### src/rtl/module_bin_to_bcd_seq.sv
// Sequential binary-to-BCD converter (double-dabble), one bit per clock.
// Optional two's-complement input: the magnitude is converted and the sign
// is reported separately. Overflow is sticky across the conversion.

// Per-digit double-dabble adjust: add 3 to any digit >= 5 before the shift.
module bin_to_bcd_digit_adj (
    input  logic [3:0] d,
    output logic [3:0] q
);
    assign q = (d >= 4'd5) ? d + 4'd3 : d;
endmodule

module module_bin_to_bcd_seq #(
    parameter int WIDTH  = 16,
    parameter int DIGITS = 5
) (
    input  logic                clk,
    input  logic                rst_i,
    input  logic                start_i,
    input  logic                signed_i,
    input  logic [WIDTH-1:0]    bin_i,
    output logic [4*DIGITS-1:0] bcd_o,
    output logic                sign_o,
    output logic                ovf_o,
    output logic                busy_o,
    output logic                done_o
);
    localparam int CW = (WIDTH > 1) ? $clog2(WIDTH) : 1;

    typedef enum logic [1:0] {IDLE, SHIFT, DONE} state_t;

    // Operand as captured: sign flag plus unsigned magnitude
    typedef struct packed {
        logic             sign;
        logic [WIDTH-1:0] mag;
    } operand_t;

    state_t                 state, state_nxt;
    operand_t               opnd;
    logic [WIDTH-1:0]       bin_q, bin_nxt;
    logic [DIGITS-1:0][3:0] bcd_q, bcd_adj, bcd_nxt;
    logic                   sign_q, ovf_q;
    logic                   carry;
    logic [CW-1:0]          cnt;
    logic                   last_shift;
    logic                   accept;
    logic                   load_res;

    // Operand decode: negative signed inputs load their magnitude.
    // The most negative value negates to itself, which read as unsigned
    // is exactly its magnitude 2^(WIDTH-1).
    always_comb begin
        opnd.sign = signed_i & bin_i[WIDTH-1];
        opnd.mag  = opnd.sign ? -bin_i : bin_i;
    end

    // One adjust unit per BCD digit
    for (genvar g = 0; g < DIGITS; g++) begin : g_dig
        bin_to_bcd_digit_adj u_adj (
            .d (bcd_q[g]),
            .q (bcd_adj[g])
        );
    end

    // Shift {adjusted BCD, binary} left; the bit leaving the top digit is overflow
    assign {carry, bcd_nxt, bin_nxt} = {bcd_adj, bin_q, 1'b0};

    assign last_shift = (cnt == CW'(WIDTH - 1));

    // State register
    always_ff @(posedge clk or negedge rst_i) begin
        if (!rst_i) state <= IDLE;
        else        state <= state_nxt;
    end

    // Next-state logic
    always_comb begin
        state_nxt = state;
        case (state)
            IDLE:    if (start_i)    state_nxt = SHIFT;
            SHIFT:   if (last_shift) state_nxt = DONE;
            DONE:                    state_nxt = IDLE;
            default:                 state_nxt = IDLE;
        endcase
    end

    // FSM decoded controls
    always_comb begin
        busy_o   = (state == SHIFT);
        load_res = (state == DONE);
        accept   = (state == IDLE) && start_i;
    end

    // Working registers: capture on accept, one double-dabble step per SHIFT cycle
    always_ff @(posedge clk or negedge rst_i) begin
        if (!rst_i) begin
            bin_q  <= '0;
            bcd_q  <= '0;
            sign_q <= 1'b0;
            ovf_q  <= 1'b0;
            cnt    <= '0;
        end else if (accept) begin
            bin_q  <= opnd.mag;
            sign_q <= opnd.sign;
            bcd_q  <= '0;
            ovf_q  <= 1'b0;
            cnt    <= '0;
        end else if (busy_o) begin
            bin_q  <= bin_nxt;
            bcd_q  <= bcd_nxt;
            ovf_q  <= ovf_q | carry;
            cnt    <= cnt + 1'b1;
        end
    end

    // Result registers: load in DONE, hold otherwise; done_o marks the update
    always_ff @(posedge clk or negedge rst_i) begin
        if (!rst_i) begin
            bcd_o  <= '0;
            sign_o <= 1'b0;
            ovf_o  <= 1'b0;
            done_o <= 1'b0;
        end else begin
            done_o <= load_res;
            if (load_res) begin
                bcd_o  <= bcd_q;
                sign_o <= sign_q;
                ovf_o  <= ovf_q;
            end
        end
    end
endmodule
### config.mk
export PLATFORM = sky130hd
export DESIGN_NAME = module_bin_to_bcd_seq
export DESIGN_NICKNAME = d
export VERILOG_FILES = /design/src/rtl/module_bin_to_bcd_seq.sv
export SDC_FILE = /design/constraint.sdc
export NUM_CORES = 1
export LEC_CHECK = 0
export ABC_AREA = 1
export BUFFER_PORTS_ARGS = -buffer_cell sky130_fd_sc_hd__buf_2
export CAP_MARGIN = 25
export CELL_PAD_IN_SITES_DETAIL_PLACEMENT = 1
export CELL_PAD_IN_SITES_GLOBAL_PLACEMENT = 2
export CORE_ASPECT_RATIO = 0.5
export CORE_MARGIN = 2
export CORE_UTILIZATION = 37
export DETAILED_ROUTE_END_ITERATION = 12
export GPL_ROUTABILITY_DRIVEN = 0
export GPL_TIMING_DRIVEN = 0
export PLACE_DENSITY = 0.94
export SYNTH_ARGS = -nofsm -noshare
export SYNTH_HDL_FRONTEND = slang
export SYNTH_SLANG_ARGS = --single-unit
export TNS_END_PERCENT = 30
### constraint.sdc
create_clock -name clk -period 2.71 [get_ports clk]
set_input_delay 0.271 -clock clk [delete_from_list [all_inputs] [get_ports clk]]
set_output_delay 0.271 -clock clk [all_outputs]
set_load 0.03 [all_outputs]
Word level (Yosys, flattened, before mapping). Cells that the tools add are included.

Register bits after elaboration: 67. Input port bits: 20. Output and inout bits: 24. Word-level logic and storage cells: 54.

Add/sub/neg operators: 7. $lt $le $gt $ge: 5. Equal/unequal tests: 5. Mux-type cells: 17. Bitwise logic cells: 2. Reduce and logical (&&, ||, !) cells: 4.

Operator list (count): $mux 16 (3); $mux 20 (2); $mux 4 (7); $add 4x2->4 const B (5); $ge 4x3->1 const B (5); $neg 16->16 (1); $add 4x1->4 const B (1); $eq 4x4->1 const B (1); $mux 2 (2); $pmux 2 s2 (1); $eq 2x1->1 const B (1); $eq 2x2->1 const B (1); $logic_not 2->1 (1); $mux 1 (2); $ne 2x1->1 const B (1); $ne 2x2->1 const B (1); $reduce_and 2->1 (1); $reduce_bool 2->1 (1); $and 1x1->1 (1); $logic_and 1x1->1 (1); $or 1x1->1 (1).

Depth between registers and ports, before layout.
Depth in word-level cells: 5. Gate-level depth with buffers: 9. Gate-level depth less buffers: 9.

Hierarchy. A second synthesis with hierarchy kept.

Cell total of the unflattened synthesis: 484. Area, all modules: 3793.6 um^2.

By module, submodules not included: module_bin_to_bcd_seq (times used 1, cells each 369, area an instance 3118.0 um^2, seq. area each 1676.6 um^2); bin_to_bcd_digit_adj (times used 5, cells each 23, area an instance 135.1 um^2, seq. area each 0.0 um^2).

Worst setup path after synthesis. Ideal clock, no wire load.

Kind: flip-flop to flip-flop. From: register bcd_q[4] in the netlist's numbering. To: register bcd_q[6] in the netlist's numbering. Setup time: 0.132 ns. Arrival time: 1.255 ns. Data required time: 2.578 ns. Path slack: 1.322 ns. Cell stages (with the launch flop): 8. Buffers on the path: 0. Period minus slack after synthesis: 1.388 ns. Path through: dfrtp_1 -> inv_1 -> ha_1 -> or2_2 -> nand2_1 -> a21oi_1 -> o21ai_0 -> o21ai_0.

Cells in the longest elaborated chain, start to end: 4. Elaborated cells between the ends (all ways): 5. Those cells by class: 1 x add/sub; 1 x order compare; 3 x mux.

Ends and longest elaborated chain: from (decl) (line 41) `logic [DIGITS-1:0][3:0] bcd_q, bcd_adj, bcd_nxt;`; from (signal assigned) (line 110) `bcd_q <= bcd_nxt;`; $add 4x2->4 / $ge 4x3->1 (equally long branches) (line 10) `assign q = (d >= 4'd5) ? d + 4'd3 : d;`; $mux 4 * (line 10); $mux 20 * (line 108) `end else if (busy_o) begin`; $mux 20 * (line 102) `end else if (accept) begin`.

Every way passes the cells marked *; elsewhere a longest branch is shown, timed or not. The select of a mux whose other input is x is not followed. A chain may end at the register's enable or synchronous reset.

Final worst setup path.
From: register state[1]. To: output port busy_o.

Cells in the longest elaborated chain, start to end: 1.

Ends and longest elaborated chain: from (decl) (line 38) `state_t state, state_nxt;`; from (signal assigned) (line 73) `else state <= state_nxt;`; $eq 2x1->1 (line 89) `busy_o = (state == SHIFT);`; to (decl) (line 25) `output logic busy_o,`.

Every way passes these cells.

==> results.md <==
- Status: finished, final reports clean
- CP cell instances: nor2_4, buf_1, buf_2
- Post-CTS Resized: 0
- Post-CTS Setup Repair Bufs: 0
- Synth area leader: dfrtp_1
- RSZ-0062 raised after global routing: false
- CTS clk-pin slew, worst paths: 0.05 ns
- FP Rows: 24
- Setup TNS: 0 ns
- DIE AREA: 9880 µm²
- Vias per inst: 4.90
- Max Cap Viol: 0
- Main area contributors after synthesis: dfrtp_1 50%, nand2_1 11%, o21ai_0 9.3%
- Peak VDD IR: 0.398 mV
- Initial DRC Count: 131
- P_sw: 2.02 mW
- Hold Path Class: in2async
- Clock root buffer master: clkbuf_16
- Post-DP Area: 3720 µm²
- First-pass GRT wire length: 14.6 mm
- Mapped Cells: 406
- Setup Skew: 0.00322 ns
- WL final: 8.37 mm
- Global Route Usage Sum: 18.4%
- Clock power frac: 24.1%
- Vias in the first global route: 3022
- # fillers: 1063
- Area grow syn2layout: 20.2%
- Internal: 2.96 mW
- Die width: 139 µm
- Critical Path Slowest Stage Cell: buf_1
- Design area: 4030 µm²
- CP Data Required Time: 2.44 ns
- Initial Util: 38.4%
- Sw Share: 40.6%
- Post-DP HPWL: 6.00 mm
- Post-synthesis cell area: 3350 µm²
- Routed Antenna Nets: 0
- Clock Tree Buf Depth: 2
- Clk Latency, worst-skew pair: 0.32 ns
- Yosys top cell area share: 50.0%
- Syn nets: 438
- Syn avg cell area: 8.26 µm²
- CTS sink cnt: 67
- CP Class: reg2out
- Relative slew slack: 43.2%
- Layout cells sized above 1: 16.2%
- CTS buffer count: 9
- Worst-Margin Slew: 0.852 ns
- ANT cells: 0
- Final setup fails: 0
- Die Y: 71.3 µm
- CTS hold repair buffers: 0
- Critical path's largest stage delay: 0.49 ns
- Input/output buffers: 43
- Tcrit/Tclk final: 74.7%
- Distinct cells, synth: 25
- CTS HTree Levels: 3
- Post-Place Cells: 566
- Via count: 2849
- Worst Path Arrival: 1.75 ns
- Max Freq: 494 MHz
- Routed len/inst: 14.4 µm
- CORE AREA: 8740 µm²
- Tmin final: 2.03 ns
- Lkg Pwr: 2.03 nW
- Drt pass-1 iters: 4
- Power Dens Cells: 1230 nW/µm²
- IO Pins: 44
- Fin. Hold Viols: 0
- GRT Residual Overflow: 0
- CP Capture Type: primary output
- Net count, final: 492
- Critical Path Source Type: register
- Sequential share of the synthesized area: 50.0%
- Initial antenna violation count: 0
- CTS tree: yes
- Pin count of the biggest net entering global routing: 68
- Final Util: 46.1%
- DRC: 0
- Fin. max-slew vios: 0
- Crit path max fanout: 10
- Combinational cell fraction of total power: 41.2%
- Power Total: 4.98 mW
- Flop pwr share: 34.7%
- Post-route insts no fill: 581
- Synth Register Bits: 67
- Yosys Warn Count: 0
## registers in the layout (all words and copies together), names as in the netlist
signal,flops
cnt,4
sign_o,1
bcd_q,20
state,2
ovf_o,1
bin_q,16
sign_q,1
ovf_q,1
bcd_o,20
done_o,1
## cell families after synthesis
family          share of synthesized area, %
simple gates                            20.0
fa+ha+maj                               4.48
xor+xnor                                1.57
buf+inv                                 7.02
compound gates                          16.9
flops                                   50.0
## path summary, 6_finish.rpt
check,from,endpoint,slack [ns],cells after the start
worst min register to register,sign_o$_DFFE_PN0P_,sign_o$_DFFE_PN0P_,0.48,2
worst max-delay path,state[1]$_DFFE_PN0P_,busy_o,0.68,3
min in group clk,bin_i[5],bin_q[5]$_DFFE_PN0P_,0.27,4
worst max register to register,state[1]$_DFFE_PN0P_,bcd_q[17]$_DFFE_PN0P_,0.92,4
max in group asynchronous,rst_i,bcd_q[2]$_DFFE_PN0P_,2.09,1
worst min-delay path,rst_i,bin_q[1]$_DFFE_PN0P_,0.04,1
## critical path, delay by kind of cell, from the launching register on
family | cells | cell delay (ns)
and+or+nand+nor | 1 | 0.22
buffers and inverters | 2 | 0.80
DFF | 1 | 0.41
## through the flow
step	setup WS, ns	hold WS (ns)
6_report	0.685	0.0430
5_1_grt	0.537	0.112
4_1_cts	0.626	0.0894
3_5_place_dp	0.981	0.439
3_3_place_gp	0.979	0.452
2_1_floorplan	1.32	-0.0246
## cell usage after synthesis
master / instances
nand2_1: 95
dfrtp_1: 67
o21ai_0: 62
inv_1: 40
nand3_1: 25
nor2_1: 25
a21oi_1: 14
a22oi_1: 14
ha_1: 12
clkbuf_1: 8
o21ai_1: 8
inv_2: 6
xor2_1: 6
o22ai_1: 5
or2_2: 5
nand4_1: 4
buf_2: 2
a22o_1: 1
buf_1: 1
buf_4: 1
buf_6: 1
nand3_4: 1
nor2_2: 1
nor2_4: 1
nor3_1: 1
## layer usage
| metal | global-route usage, % | routed length, µm | vias up |
|---|---|---|---|
| met5 | 0 | 0 | - |
| met4 | 5.67 | 79 | 0 |
| met3 | 3.68 | 209 | 6 |
| met2 | 31.6 | 3930 | 33 |
| met1 | 24.1 | 4150 | 1356 |
| li1 | - | - | 1454 |
## power groups by stage
| stage | logic [mW] | registers (mW) | clock network [mW] |
|---|---|---|---|
| finish | 2.05 | 1.73 | 1.20 |
| global route | 2.37 | 1.79 | 1.26 |
| floorplan | 1.27 | 1.90 | 0 |
| detailed placement | 2.06 | 1.74 | 0 |
| CTS | 2.08 | 1.73 | 1.23 |
| global placement | 1.97 | 1.72 | 0 |
## layout make-up
type	count	area (µm²)	share of cell area, %
repair buffers	43	218	5.40
plain buffers	13	62.6	1.55
clock inverters	1	30.0	0.745
clock buffers	14	284	7.05
flip-flops and latches	67	1680	41.6
inverters	46	173	4.28
well taps	117	146	3.63
multi-input cells	280	1440	35.7
## cells in the final DEF, fill, tap and decap left out, drive strengths merged, types with 6 or more instances in the layout
master	count
a21oi	14
a22oi	14
buf	48
clkbuf	22
dfrtp	67
ha	12
inv	46
nand2	95
nand3	26
nor2	27
o21ai	70
xor2	6
No activity file was read; power rests on OpenSTA's default activity.
